--- src/rtl/hazard_ctrl.sv ---
// Load-use stall, branch/jump redirect and operand-forwarding control for the 5-stage pipeline.
// Optional performance counters are built when HZ_PERF_CNT_EN is defined.
module hazard_ctrl #(
  parameter int REG_ADDR_W        = 5,
  parameter int LOAD_STALL_CYCLES = 1,
  parameter int CNT_W             = 16
) (
  input  logic                  clk_HZ,
  input  logic                  rst_HZ,
  input  logic [REG_ADDR_W-1:0] rs_ID,
  input  logic [REG_ADDR_W-1:0] rt_ID,
  input  logic [REG_ADDR_W-1:0] rs_EX,
  input  logic [REG_ADDR_W-1:0] rt_EX,
  input  logic                  memRead_EX,
  input  logic [REG_ADDR_W-1:0] dst_MEM,
  input  logic                  regWrite_MEM,
  input  logic [REG_ADDR_W-1:0] dst_WB,
  input  logic                  regWrite_WB,
  input  logic                  branchTaken_MEM,
  input  logic                  jump_MEM,
  output logic                  pcWrite_HZ,
  output logic                  bf0Write_HZ,
  output logic                  bf0Flush_HZ,
  output logic                  bf1Flush_HZ,
  output logic                  bf2Flush_HZ,
  output logic [1:0]            fwdA_HZ,
  output logic [1:0]            fwdB_HZ,
  output logic [CNT_W-1:0]      stallCnt_HZ,
  output logic [CNT_W-1:0]      flushCnt_HZ
);

  typedef enum logic [1:0] {RUN, STALL, REDIR} state_t;

  state_t     state_reg, state_next;
  logic [2:0] cnt_reg, cnt_next;

  logic load_use;
  logic redirect;

  assign load_use = memRead_EX && (rt_EX != '0) && ((rt_EX == rs_ID) || (rt_EX == rt_ID));
  assign redirect = branchTaken_MEM || jump_MEM;

  always_ff @(posedge clk_HZ or posedge rst_HZ) begin
    if (rst_HZ) begin
      state_reg <= RUN;
      cnt_reg   <= '0;
    end else begin
      state_reg <= state_next;
      cnt_reg   <= cnt_next;
    end
  end

  always_comb begin
    state_next  = state_reg;
    cnt_next    = cnt_reg;
    pcWrite_HZ  = 1'b1;
    bf0Write_HZ = 1'b1;
    bf0Flush_HZ = 1'b0;
    bf1Flush_HZ = 1'b0;
    bf2Flush_HZ = 1'b0;
    if (redirect) begin
      bf0Flush_HZ = 1'b1;
      bf1Flush_HZ = 1'b1;
      bf2Flush_HZ = 1'b1;
      state_next  = REDIR;
      cnt_next    = '0;
    end else begin
      case (state_reg)
        STALL: begin
          pcWrite_HZ  = 1'b0;
          bf0Write_HZ = 1'b0;
          bf1Flush_HZ = 1'b1;
          if (cnt_reg <= 3'd1) begin
            state_next = RUN;
            cnt_next   = '0;
          end else begin
            cnt_next = cnt_reg - 3'd1;
          end
        end
        // BF0/BF1 hold bubbles here, so any apparent hazard is stale.
        REDIR: state_next = RUN;
        default: begin
          if (load_use) begin
            pcWrite_HZ  = 1'b0;
            bf0Write_HZ = 1'b0;
            bf1Flush_HZ = 1'b1;
            if (LOAD_STALL_CYCLES > 1) begin
              state_next = STALL;
              cnt_next   = 3'(LOAD_STALL_CYCLES - 1);
            end
          end
        end
      endcase
    end
    if (rst_HZ) begin
      pcWrite_HZ  = 1'b0;
      bf0Write_HZ = 1'b0;
      bf0Flush_HZ = 1'b1;
      bf1Flush_HZ = 1'b1;
      bf2Flush_HZ = 1'b1;
    end
  end

  // MEM result is younger than WB, so it wins; r0 is hardwired zero.
  always_comb begin
    fwdA_HZ = 2'b00;
    fwdB_HZ = 2'b00;
    if (!rst_HZ) begin
      if (regWrite_MEM && (dst_MEM != '0) && (dst_MEM == rs_EX))     fwdA_HZ = 2'b10;
      else if (regWrite_WB && (dst_WB != '0) && (dst_WB == rs_EX))   fwdA_HZ = 2'b01;
      if (regWrite_MEM && (dst_MEM != '0) && (dst_MEM == rt_EX))     fwdB_HZ = 2'b10;
      else if (regWrite_WB && (dst_WB != '0) && (dst_WB == rt_EX))   fwdB_HZ = 2'b01;
    end
  end

`ifdef HZ_PERF_CNT_EN
  logic [CNT_W-1:0] stall_cnt_reg, flush_cnt_reg;

  always_ff @(posedge clk_HZ or posedge rst_HZ) begin
    if (rst_HZ) begin
      stall_cnt_reg <= '0;
      flush_cnt_reg <= '0;
    end else begin
      if (!pcWrite_HZ && (stall_cnt_reg != '1)) stall_cnt_reg <= stall_cnt_reg + 1'b1;
      if (redirect && (flush_cnt_reg != '1))    flush_cnt_reg <= flush_cnt_reg + 1'b1;
    end
  end

  assign stallCnt_HZ = stall_cnt_reg;
  assign flushCnt_HZ = flush_cnt_reg;
`else
  assign stallCnt_HZ = '0;
  assign flushCnt_HZ = '0;
`endif

endmodule

--- config.mk ---
export PLATFORM = sky130hd
export DESIGN_NAME = hazard_ctrl
export DESIGN_NICKNAME = d
export VERILOG_FILES = /design/src/rtl/hazard_ctrl.sv
export SDC_FILE = /design/constraint.sdc
export NUM_CORES = 1
export LEC_CHECK = 0
export CAP_MARGIN = 10
export CORE_MARGIN = 4
export CORE_UTILIZATION = 26
export CTS_BUF_LIST = sky130_fd_sc_hd__clkbuf_8 sky130_fd_sc_hd__clkbuf_16
export CTS_CLUSTER_SIZE = 12
export DETAILED_ROUTE_END_ITERATION = 16
export PLACE_DENSITY = 0.82
export SYNTH_ARGS = -nofsm -noshare
export SYNTH_HDL_FRONTEND = slang
export SYNTH_SLANG_ARGS = --single-unit
--- constraint.sdc ---
create_clock -name clk_HZ -period 1.8 [get_ports clk_HZ]
set_input_delay 0.36 -clock clk_HZ [delete_from_list [all_inputs] [get_ports clk_HZ]]
set_output_delay 0.36 -clock clk_HZ [all_outputs]
set_load 0.01 [all_outputs]
==> results of run 1 <==
==> through the flow <==
| step | setup TNS, ns | power [mW] | setup slack (ns) | util | instance area (sq um) |
|---|---|---|---|---|---|
| 6_report | -0.531 | 0.306 | -0.202 | 0.484 | 1320 |
| 5_1_grt | -0.833 | 0.332 | -0.235 | 0.484 | 1320 |
| 4_1_cts | -0.569 | 0.290 | -0.281 | 0.464 | 1270 |
| 3_5_place_dp | -6.72 | 0.291 | -0.909 | 0.459 | 1250 |
| 3_3_place_gp | -6.68 | 0.289 | -0.870 | 0.459 | 1250 |
| 2_1_floorplan | -0.0752 | 0.197 | -0.0752 | - | 877 |
==> final cells by class <==
type | count | area (sq um) | share of cell area
timing repair buffer | 74 | 616 | 0.465
tap | 31 | 38.8 | 0.0293
multi-input combinational | 89 | 641 | 0.484
sequential | 1 | 25.0 | 0.0189
inverter | 1 | 3.75 | 0.00284
==> worst min-delay path by stage <==
stage | startpoint | end | slack, ns | cells after the start
final | rst_HZ | state_reg[1] | 0.50 | 3
after global routing | rst_HZ | state_reg[1] | 0.54 | 3
after CTS | rst_HZ | state_reg[1] | 0.50 | 3
after detailed placement | rst_HZ | state_reg[1] | 0.69 | 3
after global placement | rst_HZ | state_reg[1] | 0.68 | 3
after floorplan | rst_HZ | state_reg[1] | 0.11 | 1
==> cell families (layout without fill, tap and decap cells) <==
group | count (synthesis) | in the layout | share of synthesized area
buffers and inverters | 40 | 75 | 0.374
and+or+nand+nor | 21 | 21 | 0.170
xor gates and xnor gates | 30 | 30 | 0.354
other | 1 | 32 | 0.00505
DFF | 1 | 1 | 0.0337
AOI/OAI and AO/OA | 6 | 6 | 0.0640
==> repair_timing <==
item / 4_1_cts / 5_1_grt
endpoints found under the setup margin: 9 / 7
gates resized for setup: 123 / 13
buffers inserted: 5 / 1
pin swaps: 23 / 11
==> power breakdown <==
| group | switching, mW | internal, mW | total [mW] |
|---|---|---|---|
| combinational | 0.131 | 0.150 | 0.281 |
| clock | 0 | 0 | 0 |
| sequential | 0.000851 | 0.0241 | 0.0249 |
==> synth_stat cells <==
library cell   n
conb_1         1
buf_4         34
xor2_1        16
o311a_1        1
clkbuf_1       5
o21ai_2        1
or4_1          2
nand4_1        2
inv_1          1
nor2b_1        1
or2_2          1
dfrtp_1        1
o21bai_1       1
o21ai_1        1
or3_1          2
o31a_1         1
nand2_1        1
nand3_1        2
nor4_2         1
xnor2_1       14
nor3_1         3
nor4_1         3
a22oi_1        1
nor2_1         2
and2_1         1
==> metal layers <==
metal | vias to the layer above | part of all wire | track usage
met5 | - | 0 | 0
met4 | 0 | 0.0063 | 0.00909
met3 | 2 | 0.084 | 0.00419
met2 | 40 | 0.53 | 0.216
met1 | 336 | 0.38 | 0.141
li1 | 390 | - | -
==> worst max-delay path: stages <==
cell,delay [ns]
buf_6,0.09
or4_4,0.53
o21ai_4,0.16
buf_6,0.13
nor4_4,0.03
nor4_2,0.16
buf_2,0.18
==> results.yml, run 1 <==
placement:
  gp_congestion: 0.830
  port_buffers: 45
  dp.cells: 190
  place_hpwl_microns: 1910
run:
  maxCapViolCount: 0
status:
  violations: "setup timing"
  status: "finished, violations left"
yosys:
  synthTopCellsByArea: "buf_4 34%, xor2_1 19%, xnor2_1 16%"
  syn_area_per_cell_sq_um: 7.51
  yosys.area.top_type: "buf_4"
  synth_seq_cells: 1
  synth_cells: 99
  ys_warn_count: 0
  yosysUniqueCellTypes: 25
  ys_seq_area_frac: 0.0337
  syn_area_sq_um: 743
  synth_top_area_share: 0.343
floorplan:
  ios: 78
  start_util: 0.272
  dieArea_sq_um: 3780
  fp-row-count: 19
  fp.dieW_microns: 61.5
  die_h_microns: 61.5
  coreArea_sq_um: 2730
grt:
  grt-ovfl-total: 0
  grt_pass1_vias: 731
  grt_usage: 0.112
  grt_first_pass_wirelength_microns: 3310
  grt_max_degree: 5
  antenna_found_initial: 0
routing:
  firstDrtPassIters: 3
  via_per_inst: 3.92
  routedWlPerCell_microns: 11.3
  postRouteAntennaNets: 0
  drt-total-wl_microns: 2210
  drt-initial-drc-count: 2
  vias: 768
  drc: 0
timing:
  max_freq_mhz: 499
  finalCritPeriodShare: 1.11
  rsz0062_at_grt: "yes"
  worst_slack_ns: -0.202
  finalSetupViolCount: 4
  drv_slew: 0
  hold_viol_final: 0
  hold_ws_ns: 0.499
  period_minus_slack_ns: 2.00
setup_path:
  crit_type: "input port to primary output"
  required_ns: 1.44
  cp.arrival_ns: 1.64
  crit_path_start_kind: "input port"
  endpoint_kind: "primary output"
  crit_start: "dst_MEM[3]"
  cp_max_fo: 2
  crit_end: "fwdB_HZ[0]"
clocking:
  ctsHoldBuffers: 0
  clk_pin_slew_ns: 0
finish:
  largest_reg_flops: 1
  drive_above_1_share: 0.382
  final_common_cell: "conb_1"
  layout_common_cells: "32 x conb_1, 23 x buf_4, 16 x dlygate4sd2_1"
  num_antenna_cells: 0
  nets: 204
  area_growth_syn_to_layout_pct: 78.1
  fillers: 263
  finalNonFillerCells: 196
power_and_ir_drop:
  power_density_nw_per_um2: 231
  peakVddDrop_v: 0.000152
  cellLeakagePower_nw: 0.642
worst_hold_path:
  hp-class: "input port to asynchronous set/reset pin"
Note: power is estimated with default switching activity, not from simulation.
==> run 2, diff against run 1 <==
--- a/config.mk
+++ b/config.mk
@@ -7,11 +7,12 @@
 export LEC_CHECK = 0
 export CAP_MARGIN = 10
 export CORE_MARGIN = 4
-export CORE_UTILIZATION = 26
+export CORE_UTILIZATION = 45
 export CTS_BUF_LIST = sky130_fd_sc_hd__clkbuf_8 sky130_fd_sc_hd__clkbuf_16
 export CTS_CLUSTER_SIZE = 12
 export DETAILED_ROUTE_END_ITERATION = 16
-export PLACE_DENSITY = 0.82
+export DONT_BUFFER_PORTS = 1
+export PLACE_DENSITY = 0.67
 export SYNTH_ARGS = -nofsm -noshare
 export SYNTH_HDL_FRONTEND = slang
 export SYNTH_SLANG_ARGS = --single-unit
==> run 2 against run 1 <==
Against the previous run:
- the run still ends with setup timing left
- sequential power is 2% lower
- cell count is 44% lower
- sequential share of layout area is 1.9 points higher
- routed wire length is 26% lower
- worst setup slack better by 0.18 ns
- sequential cell count stayed put
==> results.yml, run 2 (synthesized netlist as in run 1, its figures left out) <==
routing:
  postRouteAntennaNets: 0
  firstDrtPassIters: 2
  dr_wl_met3_microns: 362
  via_per_inst: 4.79
  drc: 0
  wl_met1_microns: 452
  wl_met2_microns: 813
  drt-initial-drc-count: 7
  vias: 522
  drt-total-wl_microns: 1630
  routedWlPerCell_microns: 14.9
  top_layer: "met3"
grt:
  grt_first_pass_wirelength_microns: 2330
  grt-ovfl-total: 0
  grt_usage: 0.116
  grt_max_degree: 6
  grt_pass1_vias: 480
  antenna_found_initial: 0
setup_path:
  cp_max_fo: 3
  crit_start: "dst_MEM[1]"
  endpoint_kind: "primary output"
  cp_slowest_cell: "or4_4"
  cp.arrival_ns: 1.47
  required_ns: 1.44
  crit_path_start_kind: "input port"
  crit_end: "fwdB_HZ[0]"
  crit_type: "input port to primary output"
  worstPathCellList: "or4_4 > o21ai_4 > nor4_4 > nor4_2 > buf_4"
  critPathMaxStageDelay_ns: 0.52
timing:
  rsz0062_at_grt: "yes"
  finalCritPeriodShare: 1.01
  finalSetupViolCount: 2
  worst_slack_ns: -0.0250
  hold_viol_final: 0
  drv_slew: 0
  tightest_slew_ns: 0.541
  period_minus_slack_ns: 1.83
  max_freq_mhz: 548
  hold_ws_ns: 0.130
  slew_headroom: 0.636
placement:
  gp_congestion: 0.646
  place_hpwl_microns: 1450
  port_buffers: 0
  pre_cts_ws_ns: -0.0200
floorplan:
  coreArea_sq_um: 1540
  die_h_microns: 48.6
  ios: 78
  start_util: 0.482
  fp-row-count: 14
  fp.dieW_microns: 48.6
  dieArea_sq_um: 2370
finish:
  fillers: 161
  layout_common_cells: "32 x conb_1, 16 x xor2_1, 14 x xnor2_1"
  multi_input_area_sq_um: 594
  seq_area_sq_um: 25.0
  nets: 132
  largest_reg_flops: 1
  drive_above_1_share: 0.0968
  num_antenna_cells: 0
  area_growth_syn_to_layout_pct: -11.4
  final_common_cell: "conb_1"
power_and_ir_drop:
  cellLeakagePower_nw: 0.267
  p_total_mw: 0.147
  peakVddDrop_v: 0.0000926
  power_density_nw_per_um2: 223
clocking:
  clk_pin_slew_ns: 0
  cts_setup_buffers: 0
status:
  violations: "setup timing"
  status: "finished, violations left"
run:
  maxCapViolCount: 0
worst_hold_path:
  hp-class: "input port to asynchronous set/reset pin"
-- run 2: changes by cell type in the layout (fill, tap and decap cells not counted), moves of 2 or more --
cell,delta
buf_2,-12
clkdlybuf4s15_1,-7
clkdlybuf4s50_1,-2
dlygate4sd2_1,-16
buf_6,-12
buf_4,-21
-- run 2: cell type report --
type,instances,share of cell area
multi-input cells,89,0.903
flip-flops and latches,1,0.0380
well taps,16,0.0304
repair buffers,2,0.0228
inverters,1,0.00570
-- run 2: metrics by stage --
step	setup TNS (ns)	util	area [sq um]	std cells
finish	-0.0450	0.427	658	109
detailed placement	-0.0355	0.407	627	109
global placement	-0.0286	0.407	627	109
CTS	-0.0513	0.407	627	109
global route	-0.130	0.427	658	109
floorplan	-0.0752	-	877	130
-- run 2: report_power, final --
group | total (mW) | internal, mW | switching, mW
Combinational | 0.122 | 0.0512 | 0.0712
Sequential | 0.0243 | 0.0240 | 0.000262
Clock | 0 | 0 | 0
Total | 0.147 | 0.0753 | 0.0714
-- run 2: how the worst min path moves through the flow --
stage	from	to	slack, ns	depth (start not counted)
4_1_cts	rst_HZ	state_reg[1]	0.13	1
6_report	rst_HZ	state_reg[1]	0.13	1
3_5_place_dp	rst_HZ	state_reg[1]	0.14	1
3_3_place_gp	rst_HZ	state_reg[1]	0.13	1
2_1_floorplan	rst_HZ	state_reg[1]	0.11	1
5_1_grt	rst_HZ	state_reg[1]	0.14	1
-- run 2: per-layer routing --
layer / global-route usage / vias to the layer above
met5: 0 / -
met4: 0 / 0
met3: 0.0828 / 0
met2: 0.209 / 47
met1: 0.114 / 229
li1: - / 246
-- run 2: worst max-delay path, delay by kind of cell --
| family | cells | cell delay (ns) |
|---|---|---|
| compound gates | 1 | 0.20 |
| buf+inv | 1 | 0.16 |
| simple gates | 3 | 0.74 |
-- run 2: timing repair --
item | CTS | global route
endpoints found under the setup margin | 2 | 2
gates resized for setup | 0 | 5
gates cloned | 0 | 0
hold buffers | 0 | 0
